<file path="config.mk">
export PLATFORM = sky130hd
export DESIGN_NAME = puf_seq_ctrl
export DESIGN_NICKNAME = d
export VERILOG_FILES = /design/src/rtl/puf_seq_ctrl.sv
export SDC_FILE = /design/constraint.sdc
export NUM_CORES = 1
export LEC_CHECK = 0
export ABC_AREA = 1
export BUFFER_PORTS_ARGS = -buffer_cell sky130_fd_sc_hd__clkbuf_2
export CAP_MARGIN = 20
export CORE_ASPECT_RATIO = 2
export CORE_MARGIN = 3
export CORE_UTILIZATION = 45
export CTS_BUF_LIST = sky130_fd_sc_hd__clkbuf_16
export DETAILED_ROUTE_END_ITERATION = 8
export PLACE_DENSITY = 0.66
export SETUP_SLACK_MARGIN = 0.5
export SYNTH_ARGS = -nofsm -noshare
export SYNTH_HDL_FRONTEND = slang
export SYNTH_SLANG_ARGS = --single-unit
</file>
<file path="constraint.sdc">
create_clock -name clk -period 11.3 [get_ports clk]
set_input_delay 1.695 -clock clk [delete_from_list [all_inputs] [get_ports clk]]
set_output_delay 1.695 -clock clk [all_outputs]
set_load 0.05 [all_outputs]
</file>
<file path="src/rtl/puf_seq_ctrl.sv">
// puf_seq_ctrl: host-command sequencer driving the PUF bus interface
// (reset, configure, start, wait for end_op, read back response words into
// a show-ahead FIFO drained over a valid/ready stream).
// Optional feature macro: PUF_SEQ_TIMEOUT_EN adds an end_op watchdog that
// raises the sticky error flag and aborts the sequence through FIN.
module puf_seq_ctrl #(
    parameter int unsigned WIDTH      = 64,
    parameter int unsigned FIFO_DEPTH = 4,
    parameter int unsigned READ_LAT   = 1,
    parameter int unsigned TIMEOUT_W  = 24
) (
    input  logic             clk,
    input  logic             rst,
    input  logic             start,
    input  logic             cfg_bg,
    input  logic             cfg_sd,
    input  logic [1:0]       cfg_cnfa,
    input  logic [12:0]      cfg_n_cmps,
    input  logic [8:0]       cfg_n_words,
    output logic             busy,
    output logic             done,
    output logic             error,
    output logic             rsp_valid,
    input  logic             rsp_ready,
    output logic [WIDTH-1:0] rsp_data,
    output logic             rsp_last,
    output logic [3:0]       itf_control,
    output logic [WIDTH-1:0] itf_address,
    output logic [WIDTH-1:0] itf_data_in,
    input  logic [WIDTH-1:0] itf_data_out,
    input  logic             itf_end_op
);

    localparam int unsigned PTR_W = $clog2(FIFO_DEPTH);
    localparam int unsigned CNT_W = PTR_W + 1;
    localparam int unsigned LAT_W = $clog2(READ_LAT + 1);

    localparam logic [8:0] MAX_WORDS    = 9'd256;
    localparam logic [3:0] CTL_IDLE     = 4'b0000;
    localparam logic [3:0] CTL_RST      = 4'b0011;
    localparam logic [3:0] CTL_LOAD     = 4'b0100;
    localparam logic [3:0] CTL_READ     = 4'b1000;
    localparam logic [3:0] CTL_CORE_RST = 4'b0001;

    // Reject parameter sets the config word layout and FIFO pointers cannot support
    if (WIDTH < 26 || FIFO_DEPTH < 2 || (FIFO_DEPTH & (FIFO_DEPTH - 1)) != 0 ||
        READ_LAT < 1 || TIMEOUT_W < 1) begin : g_param_check
        $error("puf_seq_ctrl: unsupported parameter set");
    end

    typedef enum logic [3:0] {
        S_IDLE, S_RST, S_CFG, S_GO, S_WAIT, S_ADDR, S_RD, S_PUSH, S_FIN, S_DONE
    } state_t;

    state_t            state;
    logic [8:0]        k;
    logic [8:0]        n_words_q;
    logic              bg_q;
    logic              sd_q;
    logic [1:0]        cnfa_q;
    logic [12:0]       n_cmps_q;
    logic [LAT_W-1:0]  lat_cnt;
`ifdef PUF_SEQ_TIMEOUT_EN
    logic [TIMEOUT_W-1:0] to_cnt;
`endif

    // FIFO entries carry {last, data}
    logic [WIDTH:0]    mem [FIFO_DEPTH];
    logic [PTR_W-1:0]  wr_ptr;
    logic [PTR_W-1:0]  rd_ptr;
    logic [PTR_W-1:0]  rd_nxt;
    logic [CNT_W-1:0]  count;
    logic [CNT_W-1:0]  count_nxt;
    logic              pop;
    logic              push;
    logic [8:0]        k_inc;
    logic [WIDTH:0]    push_entry;

    // Configuration word: {0, puf_addr, n_cmps, cnfa, sd, bg, puf_str}
    function automatic logic [WIDTH-1:0] cfg_word(input logic str, input logic [7:0] addr);
        logic [WIDTH-1:0] w;
        w = '0;
        w[25:0] = {addr, n_cmps_q, cnfa_q, sd_q, bg_q, str};
        return w;
    endfunction

    // FIFO handshake; a pop frees the slot a same-cycle push needs when full
    always_comb begin
        pop        = rsp_ready && (count != '0);
        push       = (state == S_PUSH) && ((count != CNT_W'(FIFO_DEPTH)) || pop);
        k_inc      = k + 9'd1;
        push_entry = {(k_inc == n_words_q), itf_data_out};
        rd_nxt     = pop ? rd_ptr + PTR_W'(1) : rd_ptr;
        count_nxt  = count;
        if (push && !pop) begin
            count_nxt = count + CNT_W'(1);
        end else if (pop && !push) begin
            count_nxt = count - CNT_W'(1);
        end
    end

    // Response FIFO with registered show-ahead head (bypasses a write into an empty head)
    always_ff @(posedge clk) begin
        if (rst) begin
            wr_ptr    <= '0;
            rd_ptr    <= '0;
            count     <= '0;
            rsp_valid <= 1'b0;
            rsp_data  <= '0;
            rsp_last  <= 1'b0;
        end else begin
            if (push) begin
                mem[wr_ptr] <= push_entry;
                wr_ptr      <= wr_ptr + PTR_W'(1);
            end
            rd_ptr    <= rd_nxt;
            count     <= count_nxt;
            rsp_valid <= (count_nxt != '0);
            if (count_nxt == '0) begin
                {rsp_last, rsp_data} <= '0;
            end else if (push && (wr_ptr == rd_nxt)) begin
                {rsp_last, rsp_data} <= push_entry;
            end else begin
                {rsp_last, rsp_data} <= mem[rd_nxt];
            end
        end
    end

    // Sequencer FSM; interface outputs are registered alongside the state they belong to
    always_ff @(posedge clk) begin
        if (rst) begin
            state       <= S_IDLE;
            itf_control <= CTL_IDLE;
            itf_address <= '0;
            itf_data_in <= '0;
            busy        <= 1'b0;
            done        <= 1'b0;
            error       <= 1'b0;
            k           <= '0;
            n_words_q   <= '0;
            bg_q        <= 1'b0;
            sd_q        <= 1'b0;
            cnfa_q      <= '0;
            n_cmps_q    <= '0;
            lat_cnt     <= '0;
`ifdef PUF_SEQ_TIMEOUT_EN
            to_cnt      <= '0;
`endif
        end else begin
            done <= 1'b0;
            case (state)
                S_IDLE: begin
                    if (start) begin
                        bg_q        <= cfg_bg;
                        sd_q        <= cfg_sd;
                        cnfa_q      <= cfg_cnfa;
                        n_cmps_q    <= cfg_n_cmps;
                        n_words_q   <= (cfg_n_words > MAX_WORDS) ? MAX_WORDS : cfg_n_words;
                        busy        <= 1'b1;
                        error       <= 1'b0;
                        itf_control <= CTL_RST;
                        itf_address <= '0;
                        state       <= S_RST;
                    end
                end
                S_RST: begin
                    itf_control <= CTL_LOAD;
                    itf_address <= '0;
                    itf_data_in <= cfg_word(1'b0, 8'd0);
                    state       <= S_CFG;
                end
                S_CFG: begin
                    itf_data_in <= cfg_word(1'b1, 8'd0);
                    state       <= S_GO;
                end
                S_GO: begin
                    itf_control <= CTL_IDLE;
                    k           <= '0;
`ifdef PUF_SEQ_TIMEOUT_EN
                    to_cnt      <= '0;
`endif
                    state       <= S_WAIT;
                end
                S_WAIT: begin
                    if (itf_end_op) begin
                        if (n_words_q == '0) begin
                            itf_control <= CTL_CORE_RST;
                            state       <= S_FIN;
                        end else begin
                            itf_control <= CTL_LOAD;
                            itf_data_in <= cfg_word(1'b1, 8'd0);
                            state       <= S_ADDR;
                        end
                    end
`ifdef PUF_SEQ_TIMEOUT_EN
                    else if (to_cnt == '1) begin
                        error       <= 1'b1;
                        itf_control <= CTL_CORE_RST;
                        state       <= S_FIN;
                    end else begin
                        to_cnt <= to_cnt + TIMEOUT_W'(1);
                    end
`endif
                end
                S_ADDR: begin
                    itf_control <= CTL_READ;
                    itf_address <= WIDTH'(1);
                    lat_cnt     <= '0;
                    state       <= S_RD;
                end
                S_RD: begin
                    if (lat_cnt == LAT_W'(READ_LAT - 1)) begin
                        itf_control <= CTL_IDLE;
                        state       <= S_PUSH;
                    end else begin
                        lat_cnt <= lat_cnt + LAT_W'(1);
                    end
                end
                S_PUSH: begin
                    if (push) begin
                        k           <= k_inc;
                        itf_address <= '0;
                        if (k_inc < n_words_q) begin
                            itf_control <= CTL_LOAD;
                            itf_data_in <= cfg_word(1'b1, k_inc[7:0]);
                            state       <= S_ADDR;
                        end else begin
                            itf_control <= CTL_CORE_RST;
                            state       <= S_FIN;
                        end
                    end
                end
                S_FIN: begin
                    itf_control <= CTL_IDLE;
                    done        <= 1'b1;
                    state       <= S_DONE;
                end
                S_DONE: begin
                    busy  <= 1'b0;
                    state <= S_IDLE;
                end
                default: begin
                    itf_control <= CTL_IDLE;
                    state       <= S_IDLE;
                end
            endcase
        end
    end

endmodule

</file>
# Word level (Yosys, flattened, before mapping)
# Memory sizes are Yosys's and may differ from the RTL's. A register that Yosys moved wholly into a read port is not among the register bits.
# Cells that the tools add are included.
classes:
  add_sub_neg: 6
  n_mul: 0
  div: 0
  n_lt_le_gt_ge: 2
  eq_ne: 17
  n_shift: 0
  n_mux: 36
  bitwise: 1
  reduce_logical: 26
op_table:
  columns: ["cell", "count"]
  rows:
  - ["$pmux W64 S4", 2]
  - ["$mux W64", 6]
  - ["$mux W4", 10]
  - ["$pmux W4 S9", 1]
  - ["$pmux W4 S7", 1]
  - ["$mux W9", 2]
  - ["$pmux W9 S2", 1]
  - ["$eq A4 B3 Y1 const B", 4]
  - ["$mux W3", 4]
  - ["$ne A2 B2 Y1 const B", 5]
  - ["$reduce_and A5 Y1", 2]
  - ["$add A9 B1 Y9 const B", 1]
  - ["$eq A9 B9 Y1", 1]
  - ["$gt A9 B9 Y1 const B", 1]
  - ["$logic_not A9 Y1", 1]
  - ["$lt A9 B9 Y1", 1]
  - ["$eq A4 B2 Y1 const B", 2]
  - ["$eq A4 B4 Y1 const B", 2]
  - ["$reduce_bool A4 Y1", 2]
  - ["$mux W1", 6]
  - ["$reduce_and A2 Y1", 3]
  - ["$reduce_bool A2 Y1", 3]
  - ["$reduce_bool A3 Y1", 2]
  - ["$add A2 B1 Y2 const B", 2]
  - ["other kinds (17)", 23]
totals:
  ff_bits: 182
  latch_bits: 0
  ramBits: 260
  romBits: 0
  inputBits: 95
  out_inout_bits: 201
  wordCells: 106
  n_memories: 1
mem_list:
  columns: ["memory", "words", "width", "read_ports", "rd_ports_with_merged_regs", "wr", "line", "rtl"]
  rows:
  - ["mem", 4, 65, 1, 1, 1, "68", "logic [WIDTH:0] mem [FIFO_DEPTH];"]

# Longest topological paths before layout
# Gate-level depths: netlist of run 1.
logic_depth:
  depth_word: 10
  mapped_depth: 18
  ltp_nobuf: 17

# Least setup slack after synthesis of run 1
# Ideal clock, no wire load.
synth_timing:
  kind: "input -> register"
  from: "in rst"
  to: "mem mem[0][0] (netlist bit) (enable)"
  setup_ns: 0.488
  t_arrival_ns: 4.824
  t_required_ns: 10.812
  slack_ns: 5.988
  stages: 4
  path_buffers: 1
  cell_sequence: "clkbuf_1 nor2_4 inv_1 nor2_1"
synth_via:
  elab_chain_len: 2
synth_rtl:
  columns: ["element", "line", "rtl"]
  rows:
  - ["start: declaration", "13", "input logic rst,"]
  - ["$mux W1", "104", "if (rst) begin"]
  - ["$mux W1 (not written as such)", "113", "mem[wr_ptr] <= push_entry;"]
  - ["end: declaration", "68", null]
# Every way passes these cells.

# Worst setup path in the final report of run 1
layout_timing:
  from: "in rsp_ready"
  to: "reg rsp_last"
layout_via:
  elab_chain_len: 9
  elab_cells_between_ends: 12
  classes_between: "3 x mux; 9 x reduce/logical"
layout_rtl:
  columns: ["element", "line", "rtl"]
  rows:
  - ["start: declaration", "24", "input logic rsp_ready,"]
  - ["$logic_and A1 B1 Y1 *", "89", "pop = rsp_ready && (count != '0);"]
  - ["$logic_or A1 B1 Y1", "90", "push = (state == S_PUSH) && ((count != CNT_W'(FIFO_DEPTH)) || pop);"]
  - ["$logic_and A1 B1 Y1", "90", null]
  - ["$logic_not A1 Y1", "97", "end else if (pop && !push) begin"]
  - ["$logic_and A1 B1 Y1", "97", null]
  - ["$mux W3", "97", null]
  - ["$mux W3", "95", "if (push && !pop) begin"]
  - ["$logic_not A3 Y1", "119", "if (count_nxt == '0) begin"]
  - ["$reduce_or A2 Y1 (no line)", null, null]
  - ["end signal: assignment", "122", "{rsp_last, rsp_data} <= push_entry;"]
  - ["end signal: assignment", "124", "{rsp_last, rsp_data} <= mem[rd_nxt];"]
  - ["end: declaration", "26", "output logic rsp_last,"]
# Every way passes the cells marked *; elsewhere a longest branch is shown, timed or not.
# A chain may end at the register's enable or synchronous reset.

==> summary.txt, run 1 <==
Critical Path AT: 5.33 ns
Synth area leaders: edfxtp_1 (43%), dfxtp_1 (16%), nand2_1 (12%)
GRT Overall Usage: 19.40%
Max Slew Vio Count: 0
First-pass DRT Iterations: 5
Initial Util: 45.54%
Critical Path RT: 11.78 ns
Layout cells sized above 1: 13.46%
# clock sinks: 405
Syn Std Cell Area: 18370 sq um
# H-tree levels: 2
Sequential fraction of the synthesis area: 58.31%
Setup slack after layout: 6.454 ns
Final core occ: 50.60%
Initial antenna violation count: 1
Residual DRC count: 0
Fin crit share: 42.88%
Resize count post-CTS: 0
RePlAce Congestion: 0.8840
Levels on crit path: 12
Syn avg cell area: 9.175 sq um
Chip height: 291.7 um
Top cell family by delay on the critical path: simple AND/OR/NAND/NOR gates
Endpoints failing hold: 0
Mapped Cells: 2002
Period minus WS final: 4.846 ns
Worst stage delay on the critical path: 0.76 ns
Largest net degree at the start of global routing: 88
I/O pin count: 296
Pre-CTS setup slack: 5.824 ns
Setup CP Type: input pin to flip-flop
Status: complete, no violations
DIE AREA: 43430 sq um
Initial drt markers: 793
Layout net count: 2261
Worst Tran Pin Value: 1.069 ns
Hold path depth: 2
Cts bufs inserted: 37
Synth cell types: 37
Final Skew: 0.01633 ns
Via count: 13110
Final TNS setup: 0 ns
Max Buffers Root-to-Sink: 3
Vias per cell: 4.840
Power Dens Cells: 250.4 nW/um^2
RSZ-0062 raised after global routing: false
Skew-Pair Late Insertion Delay: 0.53 ns
DR WL/cell: 15.67 um
Fillers: 3705
Port bufs: 193
Critical-path cell list: clkbuf_2 -> nand3_4 -> nand2_1 -> nand2_4 -> nand2_1 -> nand2_1 -> nor2_4 -> buf_4 -> nand2_1 -> nand2_1 -> nand2_1 -> inv_1
Final setup vio count: 0
Worst slew margin: 28.53%
P&R area growth vs syn: 11.12%
Antenna-violating nets left: 0
Most frequent CP cell: nand2_1
Post-CTS Setup Bufs: 0
Worst R2R Setup Slack: 7.01 ns
Post-DP HPWL: 26.53 mm
Core Box Area: 40340 sq um
CP endpoint kind: flip-flop
Critical Path Start Type: input pin
CTS tree: done
CP max-delay cell: nor2_4
Final WL: 42.44 mm
Design Power: 0.005111 W
Yosys warns: 0
Post-synthesis cell type with the largest combined area: edfxtp_1
VDD IR max: 0.2389 mV
Hold Path Class: flip-flop to flip-flop
Worst Reg2Reg Path Length in Cells: 14
Hold buffers post-CTS: 0
Synth top area share: 42.50%
CP Max Fanout: 67
Buffer and inverter count on the worst path: 3
Clk slew on worst S/H paths: 0.06 ns
Leak Pwr: 9.730 nW
Maximum clock rate: 0.2064 GHz
Max cap viols: 0
Number of global-route vias before repair: 13120
Root buf cell: clkbuf_16
Synthesized flop and latch total: 405
Cell Rows: 104
GRT overflow: 0
First-pass GRT wire length: 67.35 mm
Hold Worst Slack: 0.4499 ns
Die W: 148.9 um
## report_power, final
| part | switching [W] | internal, W |
|---|---|---|
| Clock | 0.000541 | 0.000670 |
| Sequential | 0.0000644 | 0.00171 |
| Combinational | 0.00157 | 0.000558 |
## worst paths after layout
kind / start / endpoint
worst max register to register: count[0] / rsp_last
worst max-delay path: rsp_ready / rsp_last
worst min-delay path: itf_data_in[0] / itf_data_in[0]
worst min register to register: itf_data_in[0] / itf_data_in[0]
## registers in the layout, indices dropped and copies added (netlist names)
name / count
sd_q: 1
wr_ptr: 2
bg_q: 1
done: 1
n_cmps_q: 13
count: 3
state: 4
itf_control: 4
busy: 1
k: 9
rsp_valid: 1
cnfa_q: 2
itf_address: 1
rsp_last: 1
n_words_q: 9
rsp_data: 64
itf_data_in: 26
rd_ptr: 2
mem: 260
## layout make-up
type                            instances  area, sq um  share of cell area [%]
Tap cell                              530        663.1                   3.249
Multi-Input combinational cell       1210         5719                   28.02
Inverter                              290         1089                   5.333
Timing Repair Buffer                  205         1076                   5.272
Clock buffer                           37        925.9                   4.536
Clock inverter                         30        225.2                   1.103
Sequential cell                       405        10710                   52.47
Antenna cell                            1        2.502                 0.01226
## synthesized netlist by cell type, drive strengths merged
cell type  instances
nand2            584
inv              289
edfxtp           260
buf              165
nand3            158
dfxtp            145
nand3b           131
nor2             121
o21ai             36
clkbuf            33
a21oi             29
ha                17
nand4             10
xor2               4
a211oi             3
nor3               3
and2               2
nor4               2
a21o               1
a31oi              1
a41oi              1
and3               1
clkinv             1
conb               1
o211ai             1
o22ai              1
or2                1
xnor2              1
## per-layer routing
layer  GRT usage (%)  up-vias  part of all wire, %
li1                -     6429                    -
met1           20.33     6121                   36
met2           36.90      457                   53
met3           2.997       99                  5.9
met4           9.633        0                  4.7
met5               0        -                    0
## layout by cell type (no fill, tap or decap), drive strengths merged, types with 2 or more instances in the layout
cell type,synthesis,layout
a211oi,3,3
a21oi,29,29
and2,2,2
buf,165,12
bufinv,0,3
clkbuf,33,230
clkinv,1,13
conb,1,102
dfxtp,145,145
edfxtp,260,260
ha,17,17
inv,289,303
nand2,584,584
nand3,158,158
nand3b,131,131
nand4,10,10
nor2,121,121
nor3,3,3
nor4,2,2
o21ai,36,36
xor2,4,4
## per-stage QoR
step	cells	instance area [sq um]
finish	2708	20410
global route	2708	20410
CTS	2706	20390
detailed placement	2639	19240
global placement	2638	19220
floorplan	2103	18750
## worst reg2reg max path, delay by kind of cell, from the launching register on
kind	cells	cell delay [ns]
adder cells (fa/ha/maj)	1	0.22
buffers and inverters	3	0.72
flip-flops	1	0.35
AND/OR/NAND/NOR	10	2.94
## kinds of logic (layout without fill, tap and decap cells)
logic type / count (synthesis) / after routing / share of synthesized area, %
AOI/OAI and AO/OA: 73 / 73 / 2.091
xor gates and xnor gates: 5 / 5 / 0.2384
and+or+nand+nor: 1013 / 1013 / 25.14
other: 1 / 103 / 0.02041
buffers and inverters: 488 / 562 / 13.04
DFF: 405 / 405 / 58.31
adders and majority gates: 17 / 17 / 1.158
(Power assumes the default switching activity.)
==> inputs of run 2 (changes only) <==
PLACE_DENSITY = 0.68   (was 0.66)
clock period = 4.3 ns   (was 11.3 ns; I/O delays follow)
==> run 2 against run 1 <==
Compared with the run above: register-to-register slack got worse by 6.1 ns; non-clock buffer count grew 12; critical path type is now flip-flop to flip-flop; worst hold slack worse by 0.11 ns; die area unchanged; cell count is 0.33% higher; first-iteration DRC count down 19%; sequential share of layout area about the same; design area about the same; global-route usage is 0.35 points lower; combinational power grew to 2.7 times the previous value; critical path depth rose by 3; sequential power increased to 2.6 times the previous value.
==> summary.txt, run 2 (synthesis results as in run 1) <==
GRT Overall Usage: 19.06%
Largest net degree at the start of global routing: 73
Commonest non-fill, non-tap cells in the layout: nand2_1 (573), inv_1 (291), edfxtp_1 (260)
Status: complete, no violations
# clock sinks: 405
Final WL: 42.21 mm
CP Max Fanout: 46
CP endpoint kind: flip-flop
Initial antenna violation count: 0
P&R area growth vs syn: 11.19%
Period minus WS final: 3.360 ns
Final TNS setup: 0 ns
First-pass DRT Iterations: 5
Max Buffers Root-to-Sink: 3
Hold buffers post-CTS: 0
Endpoints failing hold: 0
Leak Pwr: 9.717 nW
Critical Path RT: 4.76 ns
CTS tree: done
Final setup vio count: 0
Die W: 148.9 um
Skew-Pair Late Insertion Delay: 0.52 ns
Initial drt markers: 640
Final Skew: 0.01722 ns
Clk slew on worst S/H paths: 0.06 ns
Residual DRC count: 0
Post-CTS Setup Bufs: 0
Cell Rows: 104
Hold Path Class: input pin to flip-flop
Layout net count: 2273
Critical Path AT: 3.82 ns
Core Box Area: 40340 sq um
Power Dens Cells: 649.9 nW/um^2
# H-tree levels: 2
Highest routed layer: met4
Worst slew margin: 44.47%
First-pass GRT wire length: 66.32 mm
Fillers: 3713
Biggest regs: mem (260), rsp_data (64), itf_data_in (26)
Vias per cell: 4.875
Metal3 WL: 2.503 mm
Max FFs per register: 260
Number of global-route vias before repair: 13140
Max cap viols: 0
RSZ-0062 raised after global routing: false
Critical Path Start Type: flip-flop
Port bufs: 193
VDD IR max: 0.5317 mV
Maximum clock rate: 0.2976 GHz
I/O pin count: 296
M1 wire length: 15.22 mm
Root buf cell: clkbuf_16
Most common cell after layout, fill and taps aside: nand2_1
RePlAce Congestion: 0.8557
Post-DP HPWL: 26.72 mm
WL met2: 22.87 mm
Fin crit share: 78.15%
Largest reg by FF count: mem
Layout cells sized above 1: 13.67%
Setup CP Type: flip-flop to flip-flop
Setup slack after layout: 0.9397 ns
Antenna-violating nets left: 0
Worst Tran Pin Value: 0.8329 ns
Cts bufs inserted: 37
Max Slew Vio Count: 0
Chip height: 291.7 um
Design Power: 0.01327 W
Pre-CTS setup slack: 0.9748 ns
Final core occ: 50.63%
GRT overflow: 0
DIE AREA: 43430 sq um
Resize count post-CTS: 0
Via count: 13250
Diodes inserted: 0
DR WL/cell: 15.54 um
Initial Util: 45.54%
-- run 2: final timing paths --
check,cells after the start,from,endpoint,slack [ns]
max,15,k[0],itf_data_in[4],0.94
min,3,cfg_sd,sd_q,0.34
max reg2reg,15,k[0],itf_data_in[4],0.94
min reg2reg,2,itf_data_in[0],itf_data_in[0],0.45
-- run 2: final cells by class --
cell class,instances,area (sq um),area share (%)
multi-input cells,1210,5714,27.98
well taps,530,663.1,3.247
clock buffers,37,925.9,4.533
repair buffers,217,1184,5.795
clock inverters,28,138.9,0.6800
flip-flops and latches,405,10710,52.44
inverters,290,1089,5.330
-- run 2: critical path: stages (launching register included) --
cell     delay [ns]
dfxtp_1        0.39
ha_1           0.21
nand3_1        0.11
nor2_1         0.19
nand4_1        0.13
or2_2          0.30
and2_1         0.14
ha_1           0.29
a21o_1         0.18
nor2_1         0.14
nand3_1        0.14
nand2_1        0.25
nand3_4        0.45
nand2_1        0.20
nand2_1        0.07
nor2_1         0.09
-- run 2: stage by stage --
step                cells  hold slack, ns  cell area [sq um]
global route         2717          0.3445              20420
floorplan            2103          0.4434              18750
global placement     2652          0.4435              19360
detailed placement   2652          0.4492              19360
finish               2717          0.3435              20420
CTS                  2717          0.3246              20420
-- run 2: report_power, final --
group	leakage, nW	internal, W	switching (W)
Combinational	5.66	0.00150	0.00417
Sequential	3.53	0.00450	0.000164
Clock	0.532	0.00157	0.00137
-- run 2: layer usage --
layer  GRT usage (%)  up-vias
met1           19.49     6221
met2           37.10      467
met3           3.214       97
met4           8.382        0
li1                -     6461
met5               0        -
==> inputs of run 3 (changes only) <==
PLACE_DENSITY = 0.66   (was 0.68)
clock period = 3.4 ns   (was 4.3 ns; I/O delays follow)
==> run 3 against run 2 <==
Compared with the run above: maximum frequency up 19%; via count about the same; flip-flop and latch count unchanged; utilization up 1.1 points; critical endpoint is now itf_data_in[25]; largest cell class unchanged.
==> summary.txt, run 3 (synthesis results as in run 1) <==
Status: complete, no violations
Clk slew on worst S/H paths: 0.06 ns
Psw: 0.007435 W
Setup slack after layout: 0.5794 ns
Final Skew: 0.01363 ns
Largest net degree at the start of global routing: 132
Layout net count: 2283
Setup CP Type: flip-flop to flip-flop
RePlAce Congestion: 0.8564
Port bufs: 193
Cell Rows: 104
# H-tree levels: 2
Critical Path Start Type: flip-flop
Final WL: 43.60 mm
Critical Path AT: 3.25 ns
Worst stage delay on the critical path: 0.38 ns
Skew-Pair Late Insertion Delay: 0.53 ns
Endpoints failing hold: 0
Most common cell after layout, fill and taps aside: nand2_1
CTS tree: done
Via count: 13240
Clock power share: 23.5%
Hold buffers post-CTS: 0
First-pass DRT Iterations: 7
Residual DRC count: 0
Vias per cell: 4.846
Initial antenna violation count: 2
Net Sw Frac: 42.43%
CP Max Fanout: 7
Placed Cells: 2653
# clock sinks: 405
Max Buffers Root-to-Sink: 3
Worst Hold Launch: cfg_cnfa[0]
Critical Path RT: 3.83 ns
CP max-delay cell: dfxtp_4
Period minus WS final: 2.821 ns
GRT overflow: 0
Max Slew Vio Count: 0
CP Launch Point: k[0]
P&R area growth vs syn: 13.58%
Reg2reg start: k[0]
Hold Path Class: input pin to flip-flop
Final TNS setup: 0 ns
DR WL/cell: 15.95 um
Worst Tran Pin Value: 0.8393 ns
Layout cells sized above 1: 14.95%
GRT Overall Usage: 19.53%
First-pass GRT wire length: 67.95 mm
RSZ-0062 raised after global routing: false
Initial drt markers: 569
Seq pwr share: 33.6%
Root buf cell: clkbuf_16
Number of global-route vias before repair: 13540
Pre-CTS setup slack: 0.4852 ns
Commonest non-fill, non-tap cells in the layout: nand2_1 (571), inv_1 (287), edfxtp_1 (260)
Power Internal: 0.01009 W
Cts bufs inserted: 38
Leak Pwr: 9.895 nW
Post-DP HPWL: 26.16 mm
Final Non-Filler Cells: 2733
Final setup vio count: 0
DIE AREA: 43430 sq um
VDD IR max: 0.7019 mV
Core Box Area: 40340 sq um
Power Dens Cells: 840.0 nW/um^2
I/O pin count: 296
Worst slew margin: 44.05%
Biggest regs: mem (260), rsp_data (64), itf_data_in (26)
Max cap viols: 0
Critical-path cell list: ha_4 -> nand3_4 -> nor2_4 -> nand4_1 -> or2_2 -> and2_1 -> ha_4 -> nand2_2 -> nor2_2 -> nand3b_1 -> nand3_2 -> nand2_2 -> nand3_4 -> clkbuf_16 -> nand2_1 -> inv_1 -> nor2_1
Antenna-violating nets left: 0
Maximum clock rate: 0.3545 GHz
Largest reg by FF count: mem
Die W: 148.9 um
Share of total power in combinational logic: 42.9%
Fin crit share: 82.96%
Initial Util: 45.54%
Chip height: 291.7 um
Max FFs per register: 260
CP endpoint kind: flip-flop
## run 3: cell types whose count changed in the layout (fill, tap and decap cells not counted), sizes merged
cell | previous run | this run
buf | 24 | 29
clkinvlp | 7 | 6
clkinv | 13 | 17
inv | 298 | 294
diode | 0 | 2
bufinv | 0 | 1
clkbuf | 230 | 239
## run 3: worst max-delay path, delay by kind of cell, from the launching register on
family,cells,cell delay [ns]
fa+ha+maj,2,0.44
simple gates,13,1.65
buf+inv,2,0.27
flops,1,0.38
## run 3: path summary, 6_finish.rpt
check,cells past startpoint,slack [ns],endpoint
setup / recovery,17,0.58,itf_data_in[25]
hold / removal,3,0.20,cnfa_q[0]
setup reg to reg,17,0.58,itf_data_in[25]
hold reg to reg,2,0.46,itf_data_in[0]
## run 3: what timing repair did
item,CTS,global route
gates cloned,1,5
pin swaps,0,2
hold endpoints to repair,0,0
resized for setup,3,14
setup buffers,0,2
setup endpoints to repair,20,28
## run 3: layer usage
metal / share of wire, % / up-vias / routed length [um] / GRT usage (%)
li1: - / 6486 / - / -
met1: 36 / 6250 / 15750 / 20.61
met2: 54 / 415 / 23690 / 37.54
met3: 5.8 / 93 / 2532 / 3.276
met4: 3.7 / 0 / 1626 / 8.181
met5: 0 / - / 0 / 0
## run 3: cell type report
type | instances | area [sq um]
repair buffers | 226 | 1408
clock buffers | 42 | 1051
flip-flops and latches | 405 | 10720
well taps | 530 | 663.1
inverters | 290 | 1089
fillers | 3666 | 19480
clock inverters | 28 | 160.2
diodes | 2 | 5.005
multi-input cells | 1210 | 5772
## run 3: stage by stage
step,util [%],power [W],hold WS (ns),cell area [sq um]
detailed placement,48.15,0.01335,0.4468,19420
global placement,48.15,0.01316,0.4436,19420
finish,51.72,0.01752,0.1974,20860
global route,51.71,0.01875,0.1913,20860
CTS,51.23,0.01754,0.1719,20670
floorplan,-,0.01174,0.4434,18760
## run 3: power groups by stage
stage | Clock, W | Sequential (W) | Combinational (W)
global route | 0.00439 | 0.00593 | 0.00843
floorplan | 0 | 0.00702 | 0.00472
finish | 0.00411 | 0.00589 | 0.00752
detailed placement | 0 | 0.00599 | 0.00736
global placement | 0 | 0.00599 | 0.00717
CTS | 0.00422 | 0.00589 | 0.00743
